## config.mk

```make
export PLATFORM = sky130hd
export DESIGN_NAME = key_debouncer
export DESIGN_NICKNAME = d
export VERILOG_FILES = /design/src/rtl/key_debouncer_pkg.sv /design/src/rtl/key_debounce_ch.sv /design/src/rtl/key_debouncer.sv
export SDC_FILE = /design/constraint.sdc
export NUM_CORES = 1
export LEC_CHECK = 0
export CORE_ASPECT_RATIO = 1.25
export CORE_MARGIN = 2
export CORE_UTILIZATION = 60
export CTS_CLUSTER_SIZE = 28
export DETAILED_ROUTE_END_ITERATION = 7
export HOLD_SLACK_MARGIN = 0.1
export PLACE_DENSITY = 0.88
export SLEW_MARGIN = 20
export SYNTH_ARGS = -nofsm -noshare
export SYNTH_HDL_FRONTEND = slang
export SYNTH_SLANG_ARGS = --single-unit
export TNS_END_PERCENT = 10
```

## constraint.sdc

```tcl
create_clock -name CLOCK_50 -period 4.1 [get_ports CLOCK_50]
set_input_delay 0.615 -clock CLOCK_50 [delete_from_list [all_inputs] [get_ports CLOCK_50]]
set_output_delay 0.615 -clock CLOCK_50 [all_outputs]
set_load 0.005 [all_outputs]
```

## src/rtl/key_debouncer_pkg.sv

```systemverilog
// Shared types and default timing for the push-button debouncer.
// Channel state encoding plus production and simulation debounce lengths.
package key_debouncer_pkg;

    typedef enum logic [1:0] {
        RELEASED     = 2'd0,
        PRESS_WAIT   = 2'd1,
        PRESSED      = 2'd2,
        RELEASE_WAIT = 2'd3
    } deb_state_t;

    localparam int DEFAULT_DEBOUNCE_CYCLES = 1_000_000;
    localparam int DEFAULT_CNT_W           = 20;
    localparam int SIM_DEBOUNCE_CYCLES     = 4;

endpackage

```

## src/rtl/key_debounce_ch.sv

```systemverilog
// One button: 2-flop synchroniser, debounce FSM and stability counter; pulses land
// DEBOUNCE_CYCLES+3 edges after the raw edge. No backpressure: outputs are strobes.
module key_debounce_ch
    import key_debouncer_pkg::*;
#(
    parameter int DEBOUNCE_CYCLES = DEFAULT_DEBOUNCE_CYCLES,
    parameter int CNT_W           = DEFAULT_CNT_W
) (
    input  logic CLOCK_50,
    input  logic RESET_N,
    input  logic key_raw,
    output logic key_db,
    output logic press_pulse,
    output logic release_pulse,
    output logic held,
    output logic press_set
);

    localparam logic [CNT_W-1:0] LAST = CNT_W'(DEBOUNCE_CYCLES - 1);

    logic             s1;
    logic             s2;
    deb_state_t       state;
    deb_state_t       state_nxt;
    logic [CNT_W-1:0] cnt;
    logic [CNT_W-1:0] cnt_nxt;
    logic             release_set;

    always_ff @(posedge CLOCK_50) begin
        if (!RESET_N) begin
            s1 <= 1'b1;
            s2 <= 1'b1;
        end else begin
            s1 <= key_raw;
            s2 <= s1;
        end
    end

    always_comb begin
        state_nxt = state;
        cnt_nxt   = cnt;
        case (state)
            RELEASED: begin
                if (!s2) begin
                    state_nxt = PRESS_WAIT;
                    cnt_nxt   = CNT_W'(1);
                end else begin
                    cnt_nxt   = '0;
                end
            end
            PRESS_WAIT: begin
                if (s2) begin
                    state_nxt = RELEASED;
                    cnt_nxt   = '0;
                end else if (cnt == LAST) begin
                    state_nxt = PRESSED;
                    cnt_nxt   = '0;
                end else begin
                    cnt_nxt   = cnt + CNT_W'(1);
                end
            end
            PRESSED: begin
                if (s2) begin
                    state_nxt = RELEASE_WAIT;
                    cnt_nxt   = CNT_W'(1);
                end
            end
            RELEASE_WAIT: begin
                if (!s2) begin
                    state_nxt = PRESSED;
                    cnt_nxt   = '0;
                end else if (cnt == LAST) begin
                    state_nxt = RELEASED;
                    cnt_nxt   = '0;
                end else begin
                    cnt_nxt   = cnt + CNT_W'(1);
                end
            end
            default: begin
                state_nxt = RELEASED;
                cnt_nxt   = '0;
            end
        endcase
    end

    always_ff @(posedge CLOCK_50) begin
        if (!RESET_N) begin
            state <= RELEASED;
            cnt   <= '0;
        end else begin
            state <= state_nxt;
            cnt   <= cnt_nxt;
        end
    end

    // Edges are detected on the debounced level against its registered copy,
    // which puts the strobes in the same cycle as the key_db change.
    assign held        = (state == PRESSED) || (state == RELEASE_WAIT);
    assign press_set   = held & key_db;
    assign release_set = ~held & ~key_db;

    always_ff @(posedge CLOCK_50) begin
        if (!RESET_N) begin
            key_db        <= 1'b1;
            press_pulse   <= 1'b0;
            release_pulse <= 1'b0;
        end else begin
            key_db        <= ~held;
            press_pulse   <= press_set;
            release_pulse <= release_set;
        end
    end

endmodule

```

## src/rtl/key_debouncer.sv

```systemverilog
// Debounces N_KEYS active-low buttons, adds lowest-index press encoding and multi-press flag.
// All outputs share the per-channel output latency; no backpressure.
module key_debouncer
    import key_debouncer_pkg::*;
#(
    parameter int N_KEYS          = 4,
    parameter int DEBOUNCE_CYCLES = DEFAULT_DEBOUNCE_CYCLES,
    parameter int CNT_W           = DEFAULT_CNT_W
) (
    input  logic              CLOCK_50,
    input  logic              RESET_N,
    input  logic [N_KEYS-1:0] KEY,
    output logic [N_KEYS-1:0] key_db,
    output logic [N_KEYS-1:0] press_pulse,
    output logic [N_KEYS-1:0] release_pulse,
    output logic              press_valid,
    output logic [1:0]        press_idx,
    output logic              multi_press
);

    logic [N_KEYS-1:0] held;
    logic [N_KEYS-1:0] press_set;
    logic [1:0]        idx_nxt;

    for (genvar g = 0; g < N_KEYS; g++) begin : g_ch
        key_debounce_ch #(
            .DEBOUNCE_CYCLES (DEBOUNCE_CYCLES),
            .CNT_W           (CNT_W)
        ) u_ch (
            .CLOCK_50      (CLOCK_50),
            .RESET_N       (RESET_N),
            .key_raw       (KEY[g]),
            .key_db        (key_db[g]),
            .press_pulse   (press_pulse[g]),
            .release_pulse (release_pulse[g]),
            .held          (held[g]),
            .press_set     (press_set[g])
        );
    end

    // Scan high to low so the lowest pressed index wins.
    always_comb begin
        idx_nxt = '0;
        for (int i = N_KEYS - 1; i >= 0; i--) begin
            if (press_set[i]) idx_nxt = 2'(i);
        end
    end

    always_ff @(posedge CLOCK_50) begin
        if (!RESET_N) begin
            press_valid <= 1'b0;
            press_idx   <= '0;
            multi_press <= 1'b0;
        end else begin
            press_valid <= |press_set;
            press_idx   <= idx_nxt;
            multi_press <= ($countones(held) > 1);
        end
    end

endmodule

```

## Word level (Yosys, flattened, before mapping)

Index checks and enable logic that the tools add are counted.

- Bitwise gates (word level): 17
- Order comparisons: 1
- Eq/ne operators: 32
- Reductions and logical operators: 15
- Mux-type cells: 55
- Add/sub/neg operators: 7

Operators with widths:

| cell | count |
|---|---|
| $mux W20 | 16 |
| $pmux W20 S4 | 4 |
| $add A20 B1 Y20 const B | 4 |
| $eq A20 B20 Y1 const B | 4 |
| $mux W2 | 26 |
| $pmux W2 S4 | 4 |
| $eq A2 B2 Y1 const B | 8 |
| $reduce_and A4 Y1 | 4 |
| $ne A3 B1 Y1 const B | 4 |
| $ne A3 B3 Y1 const B | 4 |
| $not A1 Y1 | 9 |
| $and A1 B1 Y1 | 8 |
| $eq A2 B1 Y1 const B | 4 |
| $logic_not A2 Y1 | 4 |
| $ne A2 B1 Y1 const B | 4 |
| $ne A2 B2 Y1 const B | 4 |
| $mux W1 | 5 |
| $add A1 B1 Y2 | 2 |
| $logic_or A1 B1 Y1 | 4 |
| $reduce_or A4 Y1 | 1 |
| $add A2 B2 Y3 | 1 |
| $gt A3 B1 Y1 const B | 1 |
| $reduce_or A3 Y1 | 1 |
| $reduce_or A2 Y1 | 1 |

- Word-level logic and storage cells: 159
- Output and inout bits: 16
- Flip-flop bits (word level): 112

## Depth between registers and ports, before layout

- Word-level depth: 6
- Depth in mapped cells: 8
- Gate-level depth less buffers: 6

## By module

Synthesis repeated with hierarchy kept, for this count alone.

- Cell total of the unflattened synthesis: 621
- Area, all modules: 5,371.4 sq um

By module, submodules not included:

| module | area an instance (sq um) | times used | cells each | sequential area each (sq um) |
|---|---|---|---|---|
| key_debounce_ch | 1,301.2 | 4 | 151 | 540.5 |
| key_debouncer | 166.4 | 1 | 17 | 80.1 |

## Least setup slack after synthesis

OpenSTA, ideal clock, no wires.

- Path type: reg2reg
- Start point: register g_ch[1].u_ch.cnt[7]
- End point: register g_ch[1].u_ch.cnt[10]
- Path buffers: 2
- Slack: 2.020 ns
- Stages on the path, launching flop included: 8
- Arrival: 1.966 ns
- Data required time: 3.986 ns
- Period minus slack after synthesis: 2.080 ns
- Path through: dfxtp_1 buf_6 or4_1 or4_4 o21a_1 buf_6 a21o_1 a21o_1

- Word-level cells in the longest chain between the ends: 4
- Elaborated cells between the ends (all ways): 6

Ends and longest elaborated chain:

| what | RTL line | text |
|---|---|---|
| start, declared | key_debounce_ch.sv:25 | `logic [CNT_W-1:0] cnt;` |
| start signal, assigned | key_debounce_ch.sv:92 | `cnt <= cnt_nxt;` |
| $add A20 B1 Y20 / $eq A20 B20 Y1 (equally long branches) | - |  |
| $mux W20 (*) | key_debounce_ch.sv:55, key_debounce_ch.sv:72 |  |
| $mux W20 (on tied branches) | key_debounce_ch.sv:69, key_debounce_ch.sv:52 |  |
| $pmux W20 S4 (*) | key_debounce_ch.sv:42 | `case (state)` |

Every way passes the cells marked *; elsewhere a longest branch is shown, timed or not.
A chain may end at the register's enable or synchronous reset.

## Final worst setup path

- Start point: register g_ch[1].u_ch.cnt[0]
- End point: register g_ch[1].u_ch.cnt[13]

The elaborated chain is that of the path after synthesis.

==> metrics.cfg <==
[hold_path]
min_to = g_ch[2].u_ch.s2
hp-class = reg2reg
hp-start = g_ch[2].u_ch.s1
hold_depth = 1

[logic_synthesis]
synthTopCellsByCount = dfxtp_1, nand2_1, nor2_1, a21oi_1, nand3_1
netlist.area_leader.share_pct = 41.90
ys.flop_type = dfxtp_1
synth.distinct_cells = 61
syn_area_um2 = 5351
synth_edf_count = 0
yosysTopAreaCell = dfxtp_1
netlist_instances = 647
synth_area_leaders = dfxtp_1, nand2_1, a21oi_1, nand3_1, a31oi_1
yosysMostFrequentCell = dfxtp_1
yosys_warnings = 0
avgSynthCellArea_um2 = 8.271
postSynth.asyncResetShare_pct = 0
syn-num-nets = 658
synth-seq-area-share_pct = 41.90
ys_ff_latch = 112

[placement]
dp_slack_ns = 1.241
io_buffers = 21
dp_hpwl_mm = 8.035
gp_congestion = 0.9355

[clock_tree]
cts_resized = 0
clockBufferDepth = 2
clk_pin_slew_ns = 0.10
cts-root-buf = clkbuf_8
cts_max_level = 3
clk_latency_ns = 0.39
hold_buffers = 0
cts_setup_buffers = 0
tritoncts = yes
numCtsBuffers = 9
clock-sinks = 112

[setup_path]
critPathKind = reg2reg
startpoint = g_ch[1].u_ch.cnt[0]
critical_path.max_stage_delay_ns = 0.60
start_kind = register
arrival_ns = 2.86
ff2ff_path_depth = 6
endpoint_kind = register
path_cells = ha_1 -> nand3_1 -> or4_4 -> o21a_1 -> and3_1 -> a221o_1
r2r_slack_ns = 1.52
crit_path_top_delay_cell = or4_4
r2r-start = g_ch[1].u_ch.cnt[0]
cpLargestDelayFamily = simple AND/OR/NAND/NOR gates
crit_fanout = 21
critPathRequiredTime_ns = 4.39
crit_buf_inv = 0
r2r_end = g_ch[1].u_ch.cnt[13]

[floorplanning]
std_cell_rows = 38
die-area_um2 = 9695
core_um2 = 8653
fp.dieW_um = 88.47
die_y_um = 109.6
ios = 22
start_util_pct = 61.84

[pwr]
p_total_mw = 1.738
ir_drop_v = 0.0002028
power.density_nw_per_um2 = 302.9
leakagePower_nw = 1.956

[final_layout]
drive_gt1_share_pct = 4.434
area_delta_synth_final_pct = 7.201
n_antenna_cell = 0
fin_nets = 661
fill_cells = 712

[grt]
gr-total-overflow = 0
grt_start_max_net_pins = 23
grt_pass1_wl_mm = 19.13
first_global_vias = 4470
antenna_found_initial = 0
grt_usage_pct = 24.45

[sta]
fin_skew_ns = 0.008865
setup_ws_ns = 1.525
setup_viol_count_final = 0
tightestPinTransition_ns = 1.042
fin_crit_ns = 2.575
rsz0062_at_grt = no
maxSlewHeadroom_pct = 30.35
slew_violations = 0
finalCritPeriodShare_pct = 62.81
fmax_ghz = 0.3883
hold_viol = 0
setup_tns_ns = 0

[job]
drv_cap = 0

[routing]
drtIter0Drc = 225
drc_errors = 0
vias_per_cell = 6.174
vias = 4779
wl_mm = 11.31
ant_nets = 0
drt-pass1-iter-count = 4
wire_per_inst_um = 14.62

[outcome]
status = complete, no violations

-- through the flow --
step                util [%]  hold WS (ns)  std cells  area, um2
finish                 66.30        0.4245        774       5737
global route           66.30        0.4462        774       5737
CTS                    66.30        0.4268        774       5737
detailed placement     64.30        0.3976        759       5564
global placement       64.30        0.3910        759       5564
floorplan                  -        0.3863        647       5351
-- state kept, by name, summed over array words and instances (netlist names), 2 cells and up, named ones only --
signal and count:
g_ch.u_ch.cnt 80, press_idx 2, g_ch.u_ch.key_db 4, g_ch.u_ch.release_pulse 4, g_ch.u_ch.press_pulse 4, g_ch.u_ch.s2 4, g_ch.u_ch.state 4, g_ch.u_ch.s1 4
-- cells in the final DEF, fill, tap and decap left out, types with 6 or more instances in the layout --
cell type / n
dfxtp_1: 112
nand2_1: 80
nor2_1: 46
a21oi_1: 43
nand3_1: 41
o21ai_0: 30
a31oi_1: 29
nand4_1: 21
clkdlybuf4s50_1: 21
nand2b_1: 19
nor3_1: 16
inv_1: 15
xor2_1: 14
nor4_1: 13
and3_1: 13
a21o_1: 11
clkbuf_8: 11
xnor2_1: 9
buf_4: 8
and4_1: 6
and2_1: 6
a22o_1: 6
-- power breakdown --
group	internal, mW	total [mW]	switching, mW
combinational	0.0136	0.0308	0.0172
clock	0.249	0.608	0.358
sequential	1.09	1.10	0.00587
-- final cells by class --
| type | instances | area (um2) | area share, % |
|---|---|---|---|
| sequential | 112 | 2242 | 39.08 |
| timing repair buffer | 29 | 270.3 | 4.711 |
| inverter | 15 | 56.30 | 0.9815 |
| clock buffer | 12 | 155.1 | 2.704 |
| tap | 120 | 150.1 | 2.617 |
| multi-input combinational | 483 | 2845 | 49.60 |
| clock inverter | 3 | 17.52 | 0.3053 |
-- cell families (layout without fill, tap and decap cells) --
logic type               Yosys count  after routing  share of synthesized area, %
adder cells (fa/ha/maj)            5              5                         1.309
AO/OA/AOI/OAI                    157            157                         18.63
multiplexers                       3              3                        0.5612
flip-flops                       112            112                         41.90
XOR/XNOR                          23             23                         3.764
buffers and inverters             52             59                         4.933
AND/OR/NAND/NOR                  295            295                         28.90
-- worst max path at each step --
stage | endpoint | slack, ns | depth (start not counted)
6_report | g_ch[1].u_ch.cnt[13] | 1.52 | 6
5_1_grt | g_ch[1].u_ch.cnt[13] | 1.39 | 6
4_1_cts | g_ch[1].u_ch.cnt[13] | 1.58 | 6
3_5_place_dp | g_ch[1].u_ch.cnt[14] | 1.24 | 6
3_3_place_gp | g_ch[1].u_ch.cnt[14] | 1.30 | 6
2_1_floorplan | g_ch[1].u_ch.cnt[10] | 2.02 | 7
-- routing by layer --
metal / global-route usage [%] / vias up / wire length (um)
li1: - / 2364 / -
met1: 29.01 / 2250 / 4959
met2: 42.37 / 132 / 5583
met3: 3.378 / 33 / 437
met4: 12.99 / 0 / 332
met5: 0 / - / 0
Note: power is estimated with default switching activity, not from simulation.
